### config.mk
export PLATFORM = sky130hd
export DESIGN_NAME = mf_peak_detect_flat
export DESIGN_NICKNAME = d
export VERILOG_FILES = /design/src/rtl/mf_peak_detect_if.sv /design/src/rtl/mf_peak_detect.sv /design/src/flat_wrapper.sv
export SDC_FILE = /design/constraint.sdc
export NUM_CORES = 1
export LEC_CHECK = 0
export CAP_MARGIN = 20
export CORE_AREA = 3 3 197 180
export CTS_CLUSTER_DIAMETER = 40
export DETAILED_ROUTE_END_ITERATION = 10
export DIE_AREA = 0 0 200 183
export HOLD_SLACK_MARGIN = 0.05
export SLEW_MARGIN = 10
export SYNTH_ARGS = -nofsm -noshare
export SYNTH_HDL_FRONTEND = slang
export SYNTH_SLANG_ARGS = --single-unit
### constraint.sdc
create_clock -name clk -period 7.05 [get_ports clk]
set_input_delay 1.41 -clock clk [delete_from_list [all_inputs] [get_ports clk]]
set_output_delay 1.41 -clock clk [all_outputs]
set_load 0.1 [all_outputs]
### src/rtl/mf_peak_detect_if.sv
// Sample-in / result-out bundle of the matched-filter peak detector.
// master drives samples and acks; slave (the detector) returns the held result.
interface mf_peak_detect_if #(
  parameter int DW = 38,
  parameter int IW = 6
);
  logic                 frame_start;
  logic                 y_valid;
  logic signed [DW-1:0] y_in;
  logic [DW-2:0]        threshold;
  logic                 result_ack;
  logic                 result_valid;
  logic [DW-2:0]        peak_mag;
  logic [IW-1:0]        peak_idx;
  logic [IW:0]          hit_cnt;
  logic                 detect;
  logic                 overrun;

  modport master (
    output frame_start, y_valid, y_in, threshold, result_ack,
    input  result_valid, peak_mag, peak_idx, hit_cnt, detect, overrun
  );

  modport slave (
    input  frame_start, y_valid, y_in, threshold, result_ack,
    output result_valid, peak_mag, peak_idx, hit_cnt, detect, overrun
  );
endinterface

### src/rtl/mf_peak_detect.sv
// Per-frame peak magnitude / index / threshold-hit tracker; the result is held until acked.
// result_valid rises on the edge that captures the last sample; samples offered in REPORT are dropped and flagged as overrun.
module mf_peak_detect #(
  parameter int FRAME_LEN = 60,
  parameter int DW        = 38,
  parameter int IW        = 6
) (
  input logic              clk,
  input logic              rst,
  mf_peak_detect_if.slave  bus
);
  typedef enum logic [1:0] {IDLE, ACCUM, REPORT} state_t;

  localparam logic [DW-1:0] MOST_NEG = {1'b1, {(DW-1){1'b0}}};

  state_t        state, state_nxt;
  logic [IW-1:0] cnt;
  logic [DW-2:0] thr_lat;
  logic          rv_q, det_q, ovr_q;
  logic [DW-2:0] peak_q;
  logic [IW-1:0] idx_q;
  logic [IW:0]   hit_q;

  logic [DW-1:0] abs_full;
  logic [DW-2:0] mag, thr_eff, base_peak, new_peak;
  logic [IW-1:0] k, base_idx, new_idx;
  logic [IW:0]   base_hit, new_hit;
  logic          start, take, upd, last;

  always_comb begin
    abs_full = bus.y_in[DW-1] ? (~bus.y_in + DW'(1)) : bus.y_in;
    // -2^(DW-1) has no positive counterpart; clamp it to the largest magnitude
    mag       = (bus.y_in == MOST_NEG) ? '1 : abs_full[DW-2:0];
    start     = bus.frame_start && (state != REPORT || bus.result_ack);
    take      = bus.y_valid && (start || state == ACCUM);
    k         = start ? '0 : cnt;
    thr_eff   = start ? bus.threshold : thr_lat;
    base_peak = start ? '0 : peak_q;
    base_idx  = start ? '0 : idx_q;
    base_hit  = start ? '0 : hit_q;
    upd       = (mag > base_peak) || (k == '0);
    new_peak  = upd ? mag : base_peak;
    new_idx   = upd ? k : base_idx;
    new_hit   = base_hit + (IW+1)'(mag >= thr_eff);
    last      = take && (k == IW'(FRAME_LEN-1));
  end

  always_ff @(posedge clk or negedge rst) begin
    if (!rst) state <= IDLE;
    else      state <= state_nxt;
  end

  always_comb begin
    state_nxt = state;
    case (state)
      IDLE:    if (start) state_nxt = last ? REPORT : ACCUM;
      ACCUM:   if (last)  state_nxt = REPORT;
      REPORT:  if (bus.result_ack) state_nxt = start ? (last ? REPORT : ACCUM) : IDLE;
      default: state_nxt = IDLE;
    endcase
  end

  always_ff @(posedge clk or negedge rst) begin
    if (!rst) begin
      cnt     <= '0;
      thr_lat <= '0;
      rv_q    <= 1'b0;
      det_q   <= 1'b0;
      ovr_q   <= 1'b0;
      peak_q  <= '0;
      idx_q   <= '0;
      hit_q   <= '0;
    end else begin
      if (start) begin
        thr_lat <= bus.threshold;
        cnt     <= '0;
        peak_q  <= '0;
        idx_q   <= '0;
        hit_q   <= '0;
      end
      if (take) begin
        cnt    <= k + IW'(1);
        peak_q <= new_peak;
        idx_q  <= new_idx;
        hit_q  <= new_hit;
      end
      if (state == REPORT && bus.result_ack) rv_q <= 1'b0;
      if (last) begin
        rv_q  <= 1'b1;
        det_q <= (new_peak >= thr_eff);
      end
      if (state == REPORT && !bus.result_ack && bus.y_valid) ovr_q <= 1'b1;
    end
  end

  assign bus.result_valid = rv_q;
  assign bus.peak_mag     = peak_q;
  assign bus.peak_idx     = idx_q;
  assign bus.hit_cnt      = hit_q;
  assign bus.detect       = det_q;
  assign bus.overrun      = ovr_q;
endmodule

### src/flat_wrapper.sv
// flat-port wrapper written by rule: the top's interface ports become plain ports
module mf_peak_detect_flat 
#(
  parameter int FRAME_LEN = 60,
  parameter int DW        = 38,
  parameter int IW        = 6
)
  (clk, rst, bus_frame_start, bus_y_valid, bus_y_in, bus_threshold, bus_result_ack, bus_result_valid, bus_peak_mag, bus_peak_idx, bus_hit_cnt, bus_detect, bus_overrun);
  mf_peak_detect_if #(.DW(DW), .IW(IW)) bus_i ();
  input logic clk;
  input logic rst;
  input wire logic [$bits(bus_i.frame_start)-1:0] bus_frame_start;
  input wire logic [$bits(bus_i.y_valid)-1:0] bus_y_valid;
  input wire logic [$bits(bus_i.y_in)-1:0] bus_y_in;
  input wire logic [$bits(bus_i.threshold)-1:0] bus_threshold;
  input wire logic [$bits(bus_i.result_ack)-1:0] bus_result_ack;
  output wire logic [$bits(bus_i.result_valid)-1:0] bus_result_valid;
  output wire logic [$bits(bus_i.peak_mag)-1:0] bus_peak_mag;
  output wire logic [$bits(bus_i.peak_idx)-1:0] bus_peak_idx;
  output wire logic [$bits(bus_i.hit_cnt)-1:0] bus_hit_cnt;
  output wire logic [$bits(bus_i.detect)-1:0] bus_detect;
  output wire logic [$bits(bus_i.overrun)-1:0] bus_overrun;
  assign bus_i.frame_start = bus_frame_start;
  assign bus_i.y_valid = bus_y_valid;
  assign bus_i.y_in = bus_y_in;
  assign bus_i.threshold = bus_threshold;
  assign bus_i.result_ack = bus_result_ack;
  assign bus_result_valid = bus_i.result_valid;
  assign bus_peak_mag = bus_i.peak_mag;
  assign bus_peak_idx = bus_i.peak_idx;
  assign bus_hit_cnt = bus_i.hit_cnt;
  assign bus_detect = bus_i.detect;
  assign bus_overrun = bus_i.overrun;
  mf_peak_detect #(.FRAME_LEN(FRAME_LEN), .DW(DW), .IW(IW)) u_core (.clk(clk), .rst(rst), .bus(bus_i));
endmodule
==> reports/results.txt, run 1 <==
Total power per unit cell area - 193 nW/um^2
Area Growth Syn to Fin - 44.3%
Pleak - 5.50 nW
Max_slew headroom - 29.0%
Min Hold Slack - 0.462 ns
Ys Warns - 0
Setup violators final - 1
First-pass GRT wire length - 42700 um
CTS Buffer Depth - 2
Port Buffers - 132
Fin util - 34.2%
Vias in the first global route - 7650
Fmax - 0.138 GHz
Pre-Repair DR Iteration Count - 5
Clock Latency Late Sink - 0.36 ns
Final Slew Violations - 0
# clock sinks - 98
Die H - 183 um
Proportion of layout cells with a drive suffix above 1 - 22.9%
Post-synth EDFFs - 0
Root Driver - clkbuf_16
Initial Utilization - 23.7%
Routed via count - 7218
HP Class - reg -> reg
Clock transition at the registers of the reported paths - 0.08 ns
Gr usage total - 15.0%
GP Congestion - 0.885
Core Area - 33700 um^2
Synth Flop Type - dfrtp_1
Die width - 200 um
Worst Slack Setup Final - -0.222 ns
H-tree level count - 3
Cell Area, Placed - 11100 um^2
Detailed Place HPWL - 22000 um
Mapped Nets - 1039
Die area - 36600 um^2
Worst EP required - 7.35 ns
Io pins - 133
Pin count of the biggest net entering global routing - 55
Number of buffers created by CTS - 9
CP Max Fanout - 13
Via-to-Cell Ratio - 4.51
Worst clock skew - 0.0133 ns
Drt total wl - 26800 um
Status - finished with violations
Fin crit period - 7.27 ns
RSZ-0062 raised after global routing - true
Period utilisation layout - 103%
Filler cell count - 3487
Overall Power - 2.23 mW
DRT antenna net count - 0
Mapped Cells - 843
Initial antenna violation count - 1
Post-route design area - 11500 um^2
Clock power frac - 22.9%
Register area share after synthesis - 30.6%
Post-Synthesis Cell Area - 8000 um^2
Critical Path End Type - register
Psw - 0.906 mW
Num rows - 64
Tightest Pin Transition - 1.06 ns
Violation count after the first detailed-route iteration - 307
Asr flop ratio synth - 100%
Share of power burned in registers - 29.0%
Logic pwr share - 48.1%
Maxcap violations - 0
Drt drc - 0
Hold Buf Count CTS - 0
Worst vdd ir - 0.000110 V
Failing checks - setup timing
Setup TNS - -0.222 ns
Int Power - 1.32 mW
Post-synthesis register bit count - 98
CP arrival - 7.57 ns
Crit start category - primary input
Sequential cell area - 2450 um^2
CTS tree - done
Multi-input logic area - 5240 um^2
WS Path Type - in -> reg
Post-layout net count - 1330
Avg Cell Area, Syn - 9.49 um^2
GR Overflow Total - 0
Synth cell types - 62
Sw Ratio - 40.7%
Drt wl/cell - 16.8 um
# diodes - 0
Hold Violations, Final - 0
==> state kept, by name, indices dropped and copies added (netlist names) <==
| register | flops |
|---|---|
| u_core.cnt | 6 |
| u_core.bus.hit_cnt | 7 |
| u_core.thr_lat | 37 |
| u_core.bus.peak_mag | 37 |
| u_core.bus.overrun | 1 |
| u_core.bus.result_valid | 1 |
| u_core.bus.detect | 1 |
| u_core.bus.peak_idx | 6 |
| u_core.state | 2 |
==> layer usage <==
metal	GRT usage [%]	part of all wire, %
met1	20.6	48
met2	24.7	47
met3	2.85	3.8
met4	2.76	1.4
met5	0	0.048
==> critical path: stages <==
cell and delay, ns:
clkdlybuf4s50_1 0.43, or4_4 0.54, or4_4 0.53, or3_4 0.43, o31a_1 0.29, nor3_2 0.14
a21oi_2 0.06, ha_1 0.30, and3_4 0.20, nand4_1 0.16, or3_4 0.40, nor4_4 0.20
a41oi_2 0.09, nor2_4 0.18, buf_12 0.16, buf_4 0.13, mux2i_1 0.07, ha_1 0.31
and4_4 0.24, nand4_1 0.14, a21oi_2 0.15, a2111oi_2 0.08, buf_4 0.14, or4_1 0.42
a311oi_2 0.21, o22a_1 0.14
==> through the flow <==
| step | setup slack (ns) | instances |
|---|---|---|
| floorplan | 0.00892 | 843 |
| global placement | -0.862 | 1578 |
| detailed placement | -0.977 | 1578 |
| CTS | -0.233 | 1600 |
| global route | -0.505 | 1600 |
| finish | -0.222 | 1600 |
==> area by class of cell <==
cell class              count  share of cell area [%]
multi-input cells         641                    45.4
repair buffers            306                    23.3
flip-flops and latches     98                    21.2
well taps                 462                    5.01
inverters                  78                    2.54
clock buffers               9                    1.95
clock inverters             6                   0.564
==> cell usage after synthesis, types with 5 or more instances <==
cell type	n	area [um^2]
or2_2	5	31.3
a21oi_1	33	165
mux2i_1	84	841
o31ai_1	10	75.1
clkbuf_1	13	48.8
o21ai_0	26	130
nand3_1	9	45.0
nand4_1	26	163
nand2_1	79	297
a211oi_1	9	67.6
and2_1	21	131
ha_1	116	1450
mux2_2	32	360
dfrtp_1	98	2450
nor2b_1	9	56.3
xor2_1	13	114
nor3_1	9	45.0
mux2_1	5	56.3
nor4_1	8	50.1
inv_1	78	293
a21o_1	25	188
nor2_1	35	131
buf_2	8	40.0
xnor2_1	21	184
nand2b_1	6	37.5
==> path summary, 6_finish.rpt <==
kind / start / endpoint / slack (ns) / depth (start not counted)
min: u_core.bus.overrun / u_core.bus.overrun / 0.46 / 1
max reg2reg: u_core.state[0] / u_core.bus.detect / 1.77 / 23
max: bus_y_in[18] / u_core.bus.detect / -0.22 / 26
max in group asynchronous: rst / u_core.thr_lat[28] / 4.76 / 2
min in group asynchronous: rst / u_core.thr_lat[5] / 1.12 / 1
min reg2reg: u_core.bus.overrun / u_core.bus.overrun / 0.46 / 1
==> cells in the final DEF (no fill, tap or decap), types with 7 or more instances in the layout <==
| cell | synthesis | layout |
|---|---|---|
| mux2_2 | 32 | 32 |
| nand3_1 | 9 | 9 |
| nor4_1 | 8 | 7 |
| clkdlybuf4s50_1 | 0 | 131 |
| ha_1 | 116 | 116 |
| clkbuf_16 | 0 | 9 |
| nand2_1 | 79 | 79 |
| and2_1 | 21 | 21 |
| dfrtp_1 | 98 | 98 |
| xor2_1 | 13 | 13 |
| buf_4 | 1 | 170 |
| xnor2_1 | 21 | 21 |
| a21o_1 | 25 | 25 |
| nor2b_1 | 9 | 8 |
| mux2i_1 | 84 | 84 |
| a211oi_1 | 9 | 8 |
| nor2_1 | 35 | 34 |
| inv_1 | 78 | 78 |
| o21ai_0 | 26 | 25 |
| a21oi_1 | 33 | 32 |
| nand4_1 | 26 | 26 |
| o31ai_1 | 10 | 9 |
| nor3_1 | 9 | 8 |
==> repair_timing <==
item	in CTS	in global routing
gates resized for setup	9	3
pin swaps	7	4
setup buffers	7	0
endpoints found under the setup margin	1	1
==> cells by family (layout without fill, tap and decap cells) <==
kind of cell    after synthesis  in the layout  synth area share [%]
simple gates                234            234                  15.3
flops                        98             98                  30.6
compound gates              136            136                  11.4
xor+xnor                     34             34                  3.72
buf+inv                     104            399                  5.14
fa+ha+maj                   116            116                  18.1
mux                         121            121                  15.7
==> power groups by stage <==
stage	sequential [mW]	clock, mW	combinational (mW)
floorplan	0.900	0	0.410
global placement	0.657	0	1.04
detailed placement	0.658	0	1.06
CTS	0.647	0.532	1.08
global route	0.653	0.556	1.17
finish	0.645	0.509	1.07
(Power assumes the default switching activity.)
==> run 2: changes to the inputs <==
CELL_PAD_IN_SITES_DETAIL_PLACEMENT = 2   (was default)
CELL_PAD_IN_SITES_GLOBAL_PLACEMENT = 2   (was default)
PLACE_DENSITY_LB_ADDON = 0.1   (was default)
REMOVE_ABC_BUFFERS = 1   (was default)
==> run 2 against run 1 <==
Net effect: the flow now finishes without violations; critical endpoint unchanged; critical path type unchanged; sequential share of layout area is 1.4 points lower; largest cell class unchanged; die area stayed put; highest routed layer is now met4; power is 6.9% higher.
==> reports/results.txt, run 2 (synthesis results as in run 1) <==
Drt total wl - 32100 um (+20%)
Logic pwr share - 49.2% (+1.1 points)
Via-to-Cell Ratio - 4.56 (+1.2%)
Drt drc - 0 (unchanged)
Initial Utilization - 23.7% (unchanged)
Fin util - 36.6% (+2.3 points)
Routed via count - 7550 (+4.6%)
Crit start category - primary input
Detailed Place HPWL - 25400 um (+16%)
CP Max Fanout - 6 (-7)
Die H - 183 um (unchanged)
Drt wl/cell - 19.4 um (+16%)
Clock Latency Late Sink - 0.38 ns (+0.02 ns)
Maxcap violations - 0 (unchanged)
Critical Path End Type - register
Violation count after the first detailed-route iteration - 215 (-30%)
Sw Ratio - 41.6% (+0.92 points)
Pre-Repair DR Iteration Count - 4 (-1)
Int Power - 1.39 mW (+5.3%)
Io pins - 133 (unchanged)
Worst clock skew - 0.0166 ns (+0.00330 ns)
Initial antenna violation count - 0 (-1)
Gr usage total - 17.9% (+2.9 points)
# clock sinks - 98 (unchanged)
Psw - 0.990 mW (+9.3%)
H-tree level count - 3 (unchanged)
Crit path max-delay family - simple AND/OR/NAND/NOR gates
Tightest Pin Transition - 1.03 ns (-0.0322 ns)
Total power per unit cell area - 193 nW/um^2 (+0.12%)
Worst vdd ir - 0.000127 V (+15%)
Fmax - 0.143 GHz (+3.7%)
DRT antenna net count - 0 (unchanged)
Sequential cell area - 2450 um^2 (unchanged)
WS Path Type - in -> reg
Clock power frac - 23.6% (+0.7 points)
Pin count of the biggest net entering global routing - 59 (+7.3%)
CP arrival - 7.33 ns (-0.24 ns)
Filler cell count - 3666 (+5.1%)
Num rows - 64 (unchanged)
RSZ-0062 raised after global routing - true
Max_slew headroom - 31.2% (+2.2 points)
Die area - 36600 um^2 (unchanged)
Multi-input logic area - 5560 um^2 (+6.0%)
Post-layout net count - 1383 (+4.0%)
First-pass GRT wire length - 50100 um (+17%)
GR Overflow Total - 0 (unchanged)
Status - completed
CTS Buffer Depth - 2 (unchanged)
Crit path buffers/inverters - 4 (unchanged)
Hold Violations, Final - 0 (unchanged)
Most used cells in the layout excluding fill and tap cells - 216 x buf_4, 112 x clkdlybuf4s50_1, 108 x ha_1
Period utilisation layout - 99.4% (-3.7 points)
Most common cell after layout, fill and taps aside - buf_4
GP Congestion - 0.826 (-6.6%)
CP cell instances - buf_6 -> or4_4 -> or4_4 -> or3_4 -> o31a_1 -> nor3_2 -> a21oi_2 -> ha_1 -> and3_4 -> nand4_1 -> or3_4 -> nor4_4 -> buf_4 -> a211oi_4 -> nor2_4 -> buf_6 -> buf_12 -> mux2_4 -> ha_4 -> nand4_1 -> or2_4 -> or4_4 -> a311oi_2 -> o22a_1
CP max stage delay - 0.55 ns (about the same)
CTS tree - done
Setup violators final - 0 (-1)
Pleak - 5.91 nW (+7.6%)
Proportion of layout cells with a drive suffix above 1 - 29.9% (+6.9 points)
Critical-path top delay cell - or4_4
# diodes - 0 (unchanged)
Area Growth Syn to Fin - 54.1%
Min Hold Slack - 0.468 ns (+0.00654 ns)
Critical Path Most Common Cell - or4_4
Share of power burned in registers - 27.2% (-1.8 points)
Hold Buf Count CTS - 0 (unchanged)
Port Buffers - 132 (unchanged)
Overall Power - 2.38 mW (+6.9%)
Clock transition at the registers of the reported paths - 0.08 ns (about the same)
Fin crit period - 7.01 ns (-0.261 ns)
Root Driver - clkbuf_16
HP Class - reg -> reg
Vias in the first global route - 8551 (+12%)
Die width - 200 um (unchanged)
Worst EP required - 7.37 ns (+0.02 ns)
Number of buffers created by CTS - 9 (unchanged)
Core Area - 33700 um^2 (unchanged)
Final Slew Violations - 0 (unchanged)
## run 2: final timing paths
check                              startpoint                       to  slack (ns)  cells after the start
setup / recovery                 bus_y_in[17]        u_core.bus.detect        0.04                     24
hold / removal             u_core.bus.overrun       u_core.bus.overrun        0.47                      1
setup reg to reg              u_core.state[0]        u_core.bus.detect        1.73                     22
hold reg to reg            u_core.bus.overrun       u_core.bus.overrun        0.47                      1
max in group asynchronous                 rst  u_core.bus.peak_mag[28]        4.75                      2
min in group asynchronous                 rst        u_core.thr_lat[7]        1.02                      1
## run 2: power groups by stage
stage	logic, mW	clock network, mW	registers (mW)
final	1.17	0.562	0.647
after detailed placement	1.11	0	0.660
after floorplan	0.406	0	0.900
after global placement	1.09	0	0.659
after global routing	1.28	0.608	0.657
after CTS	1.15	0.593	0.650
## run 2: layout make-up
class,count,share of cell area [%]
tap,462,4.69
clock inverter,6,0.639
multi-input combinational,641,45.1
timing repair buffer,359,25.4
sequential,98,19.9
clock buffer,10,1.94
inverter,78,2.38
## run 2: routing by layer
| metal | vias up | wire, um | track usage [%] |
|---|---|---|---|
| li1 | 3695 | - | - |
| met1 | 3758 | 15600 | 24.5 |
| met2 | 81 | 15400 | 30.2 |
| met3 | 16 | 790 | 2.50 |
| met4 | 0 | 347 | 3.43 |
| met5 | - | 0 | 0 |
## run 2: per-stage QoR
step | area, um^2 | std cells | worst slack [ns] | setup TNS, ns
after CTS | 12000 | 1647 | -0.0584 | -0.0584
after floorplan | 7880 | 817 | -1.16 | -38.94
final | 12300 | 1654 | 0.0395 | 0
after global routing | 12300 | 1654 | -0.182 | -0.182
after global placement | 11400 | 1609 | -1.17 | -3.88
after detailed placement | 11400 | 1609 | -1.36 | -4.42
## run 2: what timing repair did
action / 4_1_cts / 5_1_grt
pin swaps: 30 / 35
setup endpoints to repair: 5 / 4
setup buffers: 21 / 8
gates cloned: 1 / 1
resized for setup: 61 / 55
